[src/rtl/hazard_ctrl_if.sv]
// Pipeline-control bundle between the stage registers and hazard_ctrl.
// Combinational controls and registered counters; no backpressure.
interface hazard_ctrl_if #(
  parameter int CNT_W = 32
);
  logic [4:0]       Rs1D, Rs2D, Rs1E, Rs2E, RdE, RdM, RdW;
  logic [1:0]       ResultSrcE;
  logic             PCSrcE, RegWriteM, MemReqM, MemReadyM, RegWriteW;
  logic             StallF, StallD, StallE, StallM;
  logic             FlushD, FlushE, FlushW;
  logic [1:0]       ForwardAE, ForwardBE;
  logic             mem_timeout;
  logic [CNT_W-1:0] cycle_cnt, ldstall_cnt, redirect_cnt, memwait_cnt;

  modport master (
    output Rs1D, Rs2D, Rs1E, Rs2E, RdE, ResultSrcE, PCSrcE,
           RdM, RegWriteM, MemReqM, MemReadyM, RdW, RegWriteW,
    input  StallF, StallD, StallE, StallM, FlushD, FlushE, FlushW,
           ForwardAE, ForwardBE, mem_timeout,
           cycle_cnt, ldstall_cnt, redirect_cnt, memwait_cnt
  );

  modport slave (
    input  Rs1D, Rs2D, Rs1E, Rs2E, RdE, ResultSrcE, PCSrcE,
           RdM, RegWriteM, MemReqM, MemReadyM, RdW, RegWriteW,
    output StallF, StallD, StallE, StallM, FlushD, FlushE, FlushW,
           ForwardAE, ForwardBE, mem_timeout,
           cycle_cnt, ldstall_cnt, redirect_cnt, memwait_cnt
  );
endinterface

[src/rtl/hazard_ctrl.sv]
// 5-stage pipeline hazard unit: post-reset drain, memory-wait stalls with timeout, forwarding, perf counters.
// Stall/flush/forward are same-cycle from state + inputs; memory wait stalls every stage until MemReadyM.
module hazard_ctrl #(
  parameter int DRAIN_CYCLES = 4,
  parameter int MEM_TIMEOUT  = 16,
  parameter int CNT_W        = 32
) (
  input logic         clk,
  input logic         reset,
  hazard_ctrl_if.slave hz
);
  localparam int DW = $clog2(DRAIN_CYCLES + 1);
  localparam int WW = $clog2(MEM_TIMEOUT + 1);

  typedef enum logic [1:0] {DRAIN, RUN, MEMWAIT} state_t;

  state_t           state;
  logic [DW-1:0]    drain_cnt;
  logic [WW-1:0]    wait_cnt;
  logic             timeout_q;
  logic [CNT_W-1:0] cyc_q, lds_q, red_q, mw_q;

  logic active, memwait, loaduse_hit, redirect, ldstall;

  assign active      = (state != DRAIN);
  assign memwait     = active & hz.MemReqM & ~hz.MemReadyM;
  assign loaduse_hit = (hz.ResultSrcE == 2'b01) & (hz.RdE != 5'd0) &
                       ((hz.RdE == hz.Rs1D) | (hz.RdE == hz.Rs2D));
  // A taken redirect squashes the dependent instruction, so it overrides load-use.
  assign redirect    = active & ~memwait & hz.PCSrcE;
  assign ldstall     = active & ~memwait & ~hz.PCSrcE & loaduse_hit;

  function automatic logic [1:0] fwd_sel(input logic [4:0] rs);
    if (hz.RegWriteM && hz.RdM != 5'd0 && hz.RdM == rs)      fwd_sel = 2'b10;
    else if (hz.RegWriteW && hz.RdW != 5'd0 && hz.RdW == rs) fwd_sel = 2'b01;
    else                                                     fwd_sel = 2'b00;
  endfunction

  always_comb begin
    hz.StallF    = 1'b0;
    hz.StallD    = 1'b0;
    hz.StallE    = 1'b0;
    hz.StallM    = 1'b0;
    hz.FlushD    = 1'b0;
    hz.FlushE    = 1'b0;
    hz.FlushW    = 1'b0;
    hz.ForwardAE = 2'b00;
    hz.ForwardBE = 2'b00;
    if (!active) begin
      hz.StallF = 1'b1;
      hz.FlushD = 1'b1;
      hz.FlushE = 1'b1;
      hz.FlushW = 1'b1;
    end else begin
      hz.ForwardAE = fwd_sel(hz.Rs1E);
      hz.ForwardBE = fwd_sel(hz.Rs2E);
      if (memwait) begin
        hz.StallF = 1'b1;
        hz.StallD = 1'b1;
        hz.StallE = 1'b1;
        hz.StallM = 1'b1;
        hz.FlushW = 1'b1;
      end else if (redirect) begin
        hz.FlushD = 1'b1;
        hz.FlushE = 1'b1;
      end else if (ldstall) begin
        hz.StallF = 1'b1;
        hz.StallD = 1'b1;
        hz.FlushE = 1'b1;
      end
    end
  end

  always_ff @(posedge clk or negedge reset) begin
    if (!reset) begin
      state     <= DRAIN;
      drain_cnt <= DW'(DRAIN_CYCLES);
      wait_cnt  <= '0;
      timeout_q <= 1'b0;
      cyc_q     <= '0;
      lds_q     <= '0;
      red_q     <= '0;
      mw_q      <= '0;
    end else if (state == DRAIN) begin
      drain_cnt <= drain_cnt - DW'(1);
      if (drain_cnt == DW'(1)) state <= RUN;
    end else begin
      state <= memwait ? MEMWAIT : RUN;
      cyc_q <= cyc_q + CNT_W'(1);
      lds_q <= lds_q + CNT_W'(ldstall);
      red_q <= red_q + CNT_W'(redirect);
      mw_q  <= mw_q + CNT_W'(memwait);
      if (memwait) begin
        if (wait_cnt != WW'(MEM_TIMEOUT)) wait_cnt <= wait_cnt + WW'(1);
        // Flag on the edge that completes the MEM_TIMEOUT-th wait cycle.
        if (wait_cnt >= WW'(MEM_TIMEOUT - 1)) timeout_q <= 1'b1;
      end else begin
        wait_cnt <= '0;
      end
    end
  end

  assign hz.mem_timeout  = timeout_q;
  assign hz.cycle_cnt    = cyc_q;
  assign hz.ldstall_cnt  = lds_q;
  assign hz.redirect_cnt = red_q;
  assign hz.memwait_cnt  = mw_q;
endmodule

[src/flat_wrapper.sv]
// flat-port wrapper written by rule: the top's interface ports become plain ports
module hazard_ctrl_flat 
#(
  parameter int DRAIN_CYCLES = 4,
  parameter int MEM_TIMEOUT  = 16,
  parameter int CNT_W        = 32
)
  (clk, reset, hz_Rs1D, hz_Rs2D, hz_Rs1E, hz_Rs2E, hz_RdE, hz_ResultSrcE, hz_PCSrcE, hz_RdM, hz_RegWriteM, hz_MemReqM, hz_MemReadyM, hz_RdW, hz_RegWriteW, hz_StallF, hz_StallD, hz_StallE, hz_StallM, hz_FlushD, hz_FlushE, hz_FlushW, hz_ForwardAE, hz_ForwardBE, hz_mem_timeout, hz_cycle_cnt, hz_ldstall_cnt, hz_redirect_cnt, hz_memwait_cnt);
  hazard_ctrl_if #(.CNT_W(CNT_W)) hz_i ();
  input logic clk;
  input logic reset;
  input wire logic [$bits(hz_i.Rs1D)-1:0] hz_Rs1D;
  input wire logic [$bits(hz_i.Rs2D)-1:0] hz_Rs2D;
  input wire logic [$bits(hz_i.Rs1E)-1:0] hz_Rs1E;
  input wire logic [$bits(hz_i.Rs2E)-1:0] hz_Rs2E;
  input wire logic [$bits(hz_i.RdE)-1:0] hz_RdE;
  input wire logic [$bits(hz_i.ResultSrcE)-1:0] hz_ResultSrcE;
  input wire logic [$bits(hz_i.PCSrcE)-1:0] hz_PCSrcE;
  input wire logic [$bits(hz_i.RdM)-1:0] hz_RdM;
  input wire logic [$bits(hz_i.RegWriteM)-1:0] hz_RegWriteM;
  input wire logic [$bits(hz_i.MemReqM)-1:0] hz_MemReqM;
  input wire logic [$bits(hz_i.MemReadyM)-1:0] hz_MemReadyM;
  input wire logic [$bits(hz_i.RdW)-1:0] hz_RdW;
  input wire logic [$bits(hz_i.RegWriteW)-1:0] hz_RegWriteW;
  output wire logic [$bits(hz_i.StallF)-1:0] hz_StallF;
  output wire logic [$bits(hz_i.StallD)-1:0] hz_StallD;
  output wire logic [$bits(hz_i.StallE)-1:0] hz_StallE;
  output wire logic [$bits(hz_i.StallM)-1:0] hz_StallM;
  output wire logic [$bits(hz_i.FlushD)-1:0] hz_FlushD;
  output wire logic [$bits(hz_i.FlushE)-1:0] hz_FlushE;
  output wire logic [$bits(hz_i.FlushW)-1:0] hz_FlushW;
  output wire logic [$bits(hz_i.ForwardAE)-1:0] hz_ForwardAE;
  output wire logic [$bits(hz_i.ForwardBE)-1:0] hz_ForwardBE;
  output wire logic [$bits(hz_i.mem_timeout)-1:0] hz_mem_timeout;
  output wire logic [$bits(hz_i.cycle_cnt)-1:0] hz_cycle_cnt;
  output wire logic [$bits(hz_i.ldstall_cnt)-1:0] hz_ldstall_cnt;
  output wire logic [$bits(hz_i.redirect_cnt)-1:0] hz_redirect_cnt;
  output wire logic [$bits(hz_i.memwait_cnt)-1:0] hz_memwait_cnt;
  assign hz_i.Rs1D = hz_Rs1D;
  assign hz_i.Rs2D = hz_Rs2D;
  assign hz_i.Rs1E = hz_Rs1E;
  assign hz_i.Rs2E = hz_Rs2E;
  assign hz_i.RdE = hz_RdE;
  assign hz_i.ResultSrcE = hz_ResultSrcE;
  assign hz_i.PCSrcE = hz_PCSrcE;
  assign hz_i.RdM = hz_RdM;
  assign hz_i.RegWriteM = hz_RegWriteM;
  assign hz_i.MemReqM = hz_MemReqM;
  assign hz_i.MemReadyM = hz_MemReadyM;
  assign hz_i.RdW = hz_RdW;
  assign hz_i.RegWriteW = hz_RegWriteW;
  assign hz_StallF = hz_i.StallF;
  assign hz_StallD = hz_i.StallD;
  assign hz_StallE = hz_i.StallE;
  assign hz_StallM = hz_i.StallM;
  assign hz_FlushD = hz_i.FlushD;
  assign hz_FlushE = hz_i.FlushE;
  assign hz_FlushW = hz_i.FlushW;
  assign hz_ForwardAE = hz_i.ForwardAE;
  assign hz_ForwardBE = hz_i.ForwardBE;
  assign hz_mem_timeout = hz_i.mem_timeout;
  assign hz_cycle_cnt = hz_i.cycle_cnt;
  assign hz_ldstall_cnt = hz_i.ldstall_cnt;
  assign hz_redirect_cnt = hz_i.redirect_cnt;
  assign hz_memwait_cnt = hz_i.memwait_cnt;
  hazard_ctrl #(.DRAIN_CYCLES(DRAIN_CYCLES), .MEM_TIMEOUT(MEM_TIMEOUT), .CNT_W(CNT_W)) u_core (.clk(clk), .reset(reset), .hz(hz_i));
endmodule
[config.mk]
export PLATFORM = sky130hd
export DESIGN_NAME = hazard_ctrl_flat
export DESIGN_NICKNAME = d
export VERILOG_FILES = /design/src/rtl/hazard_ctrl_if.sv /design/src/rtl/hazard_ctrl.sv /design/src/flat_wrapper.sv
export SDC_FILE = /design/constraint.sdc
export NUM_CORES = 1
export LEC_CHECK = 0
export CAP_MARGIN = 15
export CORE_UTILIZATION = 40
export DETAILED_ROUTE_END_ITERATION = 12
export HOLD_SLACK_MARGIN = 0.05
export PLACE_DENSITY = 0.68
export RECOVER_POWER = 25
export SYNTH_ARGS = -nofsm -noshare
export SYNTH_HDL_FRONTEND = slang
export SYNTH_SLANG_ARGS = --single-unit
[constraint.sdc]
create_clock -name clk -period 3.2 [get_ports clk]
set_clock_uncertainty 0.15 [all_clocks]
set_input_delay 0.48 -clock clk [delete_from_list [all_inputs] [get_ports clk]]
set_output_delay 0.48 -clock clk [all_outputs]
set_load 0.05 [all_outputs]
==> results of run 1 <==
-- cell usage in the layout (no fill, tap or decap), types with 5 or more instances in the layout --
master | netlist | routed
nor4_2 | 13 | 14
and3_1 | 15 | 15
nor2_1 | 34 | 34
dfrtp_1 | 138 | 138
xnor2_1 | 98 | 98
buf_4 | 1 | 24
ha_1 | 12 | 12
nand2_1 | 71 | 71
clkbuf_16 | 0 | 17
buf_12 | 0 | 5
and2_1 | 5 | 5
clkdlybuf4s50_1 | 0 | 171
inv_1 | 22 | 22
nand3_1 | 45 | 45
and4_1 | 9 | 9
nor4_1 | 12 | 11
nand4_1 | 38 | 38
xor2_1 | 56 | 56
nor3_1 | 26 | 26
-- worst reg2reg max path, stage by stage (launching register included) --
cell      delay (ns)
dfrtp_1         0.38
nor2_1          0.13
clkbuf_1        0.81
nor2_1          0.20
ha_1            0.26
ha_1            0.21
o2111a_1        0.16
nand3_1         0.25
nor4_1          0.11
xor2_1          0.16
-- registers in the layout, indices dropped and copies added (netlist names) --
register / flops
u_core.hz.mem_timeout: 1
u_core.hz.redirect_cnt: 32
u_core.drain_cnt: 3
u_core.hz.cycle_cnt: 32
u_core.state: 2
u_core.hz.memwait_cnt: 32
u_core.hz.ldstall_cnt: 32
u_core.wait_cnt: 5
-- through the flow --
| stage | setup TNS, ns | setup slack (ns) |
|---|---|---|
| final | 0 | 0.119 |
| after global routing | 0 | 0.0412 |
| after CTS | 0 | 0.0521 |
| after detailed placement | -1.08 | -0.177 |
| after global placement | -0.480 | -0.108 |
| after floorplan | 0 | 0.184 |
-- layout make-up --
class | instances | area share (%)
clock buffer | 19 | 4.69
clock inverter | 11 | 1.01
inverter | 22 | 0.855
multi-input combinational | 473 | 33.6
sequential | 139 | 36.0
tap | 220 | 2.85
timing repair buffer | 205 | 20.9
-- per-layer routing --
| layer | track usage (%) | vias to the layer above |
|---|---|---|
| met1 | 25.0 | 2748 |
| met2 | 35.4 | 134 |
| met5 | 0 | - |
| li1 | - | 2676 |
| met4 | 7.73 | 0 |
| met3 | 4.67 | 25 |
-- path summary, 6_finish.rpt --
check,slack [ns],endpoint,start,depth (start not counted)
worst max-delay path,0.12,hz_ForwardBE[0],hz_RdM[0],6
worst min-delay path,0.31,u_core.hz.mem_timeout$_DFFE_PN0P_,u_core.hz.mem_timeout$_DFFE_PN0P_,1
worst max register to register,0.25,u_core.hz.memwait_cnt[24]$_DFFE_PN0N_,u_core.state[1]$_DFFE_PN0P_,9
worst min register to register,0.31,u_core.hz.mem_timeout$_DFFE_PN0P_,u_core.hz.mem_timeout$_DFFE_PN0P_,1
max in group asynchronous,0.63,u_core.hz.memwait_cnt[27]$_DFFE_PN0N_,reset,3
min in group asynchronous,0.72,u_core.hz.redirect_cnt[23]$_DFFE_PN0N_,reset,2
-- logic make-up after synthesis --
| logic type | share of synthesized area (%) |
|---|---|
| adders and majority gates | 2.19 |
| DFF | 50.8 |
| buffers and inverters | 1.95 |
| and+or+nand+nor | 22.6 |
| xor gates and xnor gates | 19.7 |
| AOI/OAI and AO/OA | 2.78 |
-- where the power goes --
part	internal (mW)	switching, mW
Combinational	0.478	0.880
Clock	1.10	0.738
Sequential	1.90	0.153
Total	3.47	1.77
-- what timing repair did --
action	CTS	global route
setup endpoints to repair	0	1
gates resized for setup	0	1
endpoints found under the hold margin	50	0
hold buffers	1	0
==> run summary, run 1 <==
sequential fraction of the synthesis area: 50.8%
leading area contributor after synthesis: dfrtp_1
WL met3: 722 µm
Max Cap Violations: 0
EDFF count, synth: 0
Core Box Area: 16600 µm²
gr ovfl total: 0
max_slew headroom: 16.8%
Final Total Pwr: 5.24 mW
Final GP Congestion: 0.844
Synth top cells by count: dfrtp_1 (138), xnor2_1 (98), nand2_1 (71)
Slew Limit Fails: 0
area occupied by multi-input gates: 3250 µm²
Syn Inst Count: 645
nets@finish: 914
Mean Syn Cell Area: 10.6 µm²
Mapped Nets: 701
DIE WIDTH: 133 µm
Via density: 5.13
crit-path max cell delay: 0.60 ns
Initial Util: 41.2%
Port Buffers: 183
number of remaining DRC errors: 0
Crit. End Element: primary output
final instance count without filler cells: 1089
Worst Setup Start Kind: input pin
met2 wire length: 8.90 mm
CTS clk-pin slew, worst paths: 0.06 ns
Buf/Inv on CP: 2
Hold Slack: 0.314 ns
Post-DRT Antenna Nets: 0
Hold/Removal Path Class: reg -> reg
clock sink count: 139
Power Density: 543 nW/µm²
post-DR wirelength/cell: 15.7 µm
FF/Latch Area: 3480 µm²
top_reg_cell synth: dfrtp_1
final setup fails: 0
fin crit period: 3.08 ns
chip height: 133 µm
distinct cell type count of the synthesized netlist: 44
crit path DAT: 2.45 ns
P_leak: 4.15 nW
slowest CP cell: or4_1
Seq cells post-synth: 139
clock latency on the worst-skew pair: 0.42 ns
wire length of the first global-routing pass: 28.8 mm
Syn Std Cell Area: 6850 µm²
wl on met1: 7.17 mm
antenna cells: 0
asr flop ratio synth: 100%
layout cells sized above 1: 9.32%
CTS root buffer: clkbuf_16
Ports: 184
Clock Tree Buf Depth: 2
cell area after placement: 9120 µm²
WL final: 17.1 mm
CP cell instances: clkdlybuf4s50_1 > or4_1 > o21ai_2 > nor3_1 > nor4_2 > buf_12
Synth top area share: 50.4%
RSZ-0062 raised after global routing: no
largest net degree at the start of global routing: 61
die area: 17700 µm²
Crit Path Category: in -> out
Top Layer Used: met4
Iter 0 DRT Violations: 222
Worst Max-Slew Pin Slew: 1.25 ns
row count: 47
vias in the first global route: 5782
maximum fanout along the worst path: 4
drt first pass iters: 4
H-tree depth: 4
Hold Fails Final Rpt: 0
cell family with most CP delay: simple AND/OR/NAND/NOR gates
Total GRT Usage: 20.6%
via count: 5583
CP Data Required Time: 2.57 ns
Fmax: 325 MHz
worst vdd ir: 0.000372 V
number of fill cells: 1372
post-placement cell count: 1058
Yosys warning count: 0
status: completed
post-route cell area: 9660 µm²
Num CTS Buffers: 17
Area growth, synth to finish: 41.0%
initial antenna violation count: 0
synth top area cells: dfrtp_1 (50%), xnor2_1 (13%), xor2_1 (7.2%), nand2_1 (3.9%), nand4_1 (3.5%)
TritonCTS clock tree: done
Post-CTS Setup Inserts: 0
fin crit share: 96.3%
DPL Wire Length: 12.8 mm
count leader, synth: dfrtp_1
Core Util, Final: 58.0%
No activity file was read; power rests on OpenSTA's default activity.
==> inputs of run 2 (changes only) <==
--- a/config.mk
+++ b/config.mk
@@ -8,7 +8,7 @@
 export CAP_MARGIN = 15
 export CORE_UTILIZATION = 40
 export DETAILED_ROUTE_END_ITERATION = 12
-export HOLD_SLACK_MARGIN = 0.05
+export HOLD_SLACK_MARGIN = 0.12
 export PLACE_DENSITY = 0.68
 export RECOVER_POWER = 25
 export SYNTH_ARGS = -nofsm -noshare
==> results of run 2 <==
Same layout as run 1: the final DEF is identical, and so are final timing and power.
==> inputs of run 3 (changes only) <==
--- a/config.mk
+++ b/config.mk
@@ -6,11 +6,13 @@
 export NUM_CORES = 1
 export LEC_CHECK = 0
 export CAP_MARGIN = 15
+export CORE_MARGIN = 4
 export CORE_UTILIZATION = 40
 export DETAILED_ROUTE_END_ITERATION = 12
 export HOLD_SLACK_MARGIN = 0.12
 export PLACE_DENSITY = 0.68
 export RECOVER_POWER = 25
+export SLEW_MARGIN = 10
 export SYNTH_ARGS = -nofsm -noshare
 export SYNTH_HDL_FRONTEND = slang
 export SYNTH_SLANG_ARGS = --single-unit
==> run summary, run 3 (synthesized netlist as in run 1, its figures left out) <==
Ports: 184 (unchanged)
post-route cell area: 9690 µm² (+0.36%)
RSZ-0062 raised after global routing: no
worst hold path depth: 1 (unchanged)
most common cell after layout, fill and taps aside: clkdlybuf4s50_1
Crit. End Element: primary output
Max Cap Violations: 1 (+1)
WL final: 17.5 mm (+2.1%)
nets@finish: 917 (+0.33%)
CTS clk-pin slew, worst paths: 0.06 ns (about the same)
Worst Setup Start Kind: input pin
antenna cells: 0 (unchanged)
post-DR wirelength/cell: 16.0 µm (+1.7%)
drt first pass iters: 4 (unchanged)
dpl ws: -0.152 ns (+0.0255 ns)
Core Util, Final: 58.0% (about the same)
max_slew headroom: -11.4% (-28 points)
DIE WIDTH: 139 µm (+4.5%)
clock latency on the worst-skew pair: 0.42 ns (about the same)
Port Buffers: 183 (unchanged)
Hold Fails Final Rpt: 0 (unchanged)
Total GRT Usage: 18.5% (-2.0 points)
status: complete, but fails checks
hold worst-path end: u_core.hz.mem_timeout$_DFFE_PN0P_
Clock Tree Buf Depth: 2 (unchanged)
cell family with most CP delay: buffers and inverters
DPL Wire Length: 13.1 mm (+2.2%)
worst reg-to-reg setup slack: 0.48 ns (+0.23 ns)
Hold/Removal Path Class: reg -> reg
layout cells sized above 1: 9.73% (+0.40 points)
crit-path max cell delay: 0.53 ns (-0.07 ns)
fin crit period: 3.02 ns (-0.0601 ns)
most frequent cells in the layout: clkdlybuf4s50_1 (172), dfrtp_1 (137), xnor2_1 (98)
Area growth, synth to finish: 41.5%
final instance count without filler cells: 1094 (+0.46%)
cell area after placement: 9150 µm² (+0.27%)
worst vdd ir: 0.000352 V (-5.4%)
Core Box Area: 16700 µm² (+0.35%)
Fmax: 331 MHz (+2.0%)
P_leak: 4.17 nW (+0.44%)
Power Density: 543 nW/µm² (about the same)
Via density: 5.10 (-0.56%)
slowest CP cell: or4_1
min-delay src: u_core.hz.mem_timeout$_DFFE_PN0P_
maximum fanout along the worst path: 3 (-1)
Initial Util: 41.0% (-0.14 points)
gr ovfl total: 0 (unchanged)
post-placement cell count: 1061 (+0.28%)
critical path depth: 8 (+2)
fin crit share: 94.4% (-1.9 points)
crit path DAT: 2.39 ns (-0.06 ns)
Num CTS Buffers: 17 (unchanged)
worst r2r dst: u_core.hz.ldstall_cnt[27]$_DFFE_PN0N_
Crit. Startpoint: hz_RdM[0]
number of remaining DRC errors: 0 (unchanged)
Worst Max-Slew Pin Slew: 1.67 ns (+0.422 ns)
chip height: 139 µm (+4.5%)
CP cell instances: clkdlybuf4s50_1 > or4_1 > o21ai_1 > buf_4 > nor3_1 > nor3_1 > buf_4 > buf_12
H-tree depth: 4 (unchanged)
CTS root buffer: clkbuf_16
Final GP Congestion: 0.839 (-0.59%)
initial antenna violation count: 0 (unchanged)
failing checks: max-capacitance violations, max-slew violations
Post-DRT Antenna Nets: 0 (unchanged)
final worst slack: 0.179 ns (+0.0601 ns)
Slew Limit Fails: 62 (+62)
Iter 0 DRT Violations: 198 (-11%)
Buf/Inv on CP: 4 (+2)
largest net degree at the start of global routing: 63 (+3.3%)
wire length of the first global-routing pass: 29.8 mm (+3.5%)
TritonCTS clock tree: done
vias in the first global route: 5940 (+2.7%)
CP Data Required Time: 2.57 ns (about the same)
via count: 5577 (-0.11%)
Final Total Pwr: 5.26 mW (+0.37%)
clock sink count: 139 (unchanged)
worst r2r src: u_core.state[0]$_DFFE_PN0P_
final setup fails: 0 (unchanged)
row count: 47 (unchanged)
Crit Path Category: in -> out
die area: 19300 µm² (+9.2%)
reg2reg path depth: 9 (unchanged)
## run 3: final cells by class
type	instances	area, µm²
fillers	1412	7010
flip-flops and latches	139	3480
multi-input cells	473	3240
repair buffers	208	2060
clock buffers	17	425
well taps	220	275
clock inverters	15	125
inverters	22	82.6
## run 3: per-stage QoR
stage	setup TNS, ns	hold WS [ns]
floorplan	0	0.0344
global placement	-0.162	0.305
detailed placement	-1.04	0.297
CTS	0	0.315
global route	0	0.330
finish	0	0.312
## run 3: power by group
part / total, mW / internal, mW / switching (mW)
Sequential: 2.07 / 1.90 / 0.174
Combinational: 1.36 / 0.489 / 0.874
Clock: 1.83 / 1.06 / 0.763
## run 3: layer usage
metal	part of all wire (%)	routed length, µm	track usage, %	vias to the layer above
li1	-	-	-	2685
met1	44	7610	23.7	2704
met2	49	8620	31.0	174
met3	6.2	1080	5.07	14
met4	0.89	155	4.99	0
met5	0	0	0	-
## run 3: worst reg2reg max path: stages, from the launching register on
cell and delay (ns):
dfrtp_2 0.46, nor2_1 0.10, nor2_1 0.18, nand4_1 0.15
nor2_1 0.18, ha_1 0.22, o2111ai_2 0.11, or3_1 0.56
nor4_2 0.37, xor2_1 0.17
## run 3: repair_timing
action                                  in CTS  in global routing
endpoints found under the hold margin       60                  0
buffers inserted                             0                  0
endpoints found under the setup margin       0                  1
hold buffers                                 1                  0
resized for setup                            0                  1
## run 3: worst max path at each step
stage                                                  endpoint
final                                           hz_ForwardAE[0]
after global placement    u_core.hz.ldstall_cnt[31]$_DFFE_PN0N_
after floorplan                                 hz_ForwardAE[0]
after detailed placement  u_core.hz.ldstall_cnt[30]$_DFFE_PN0N_
after CTS                                       hz_ForwardBE[0]
after global routing                            hz_ForwardBE[0]
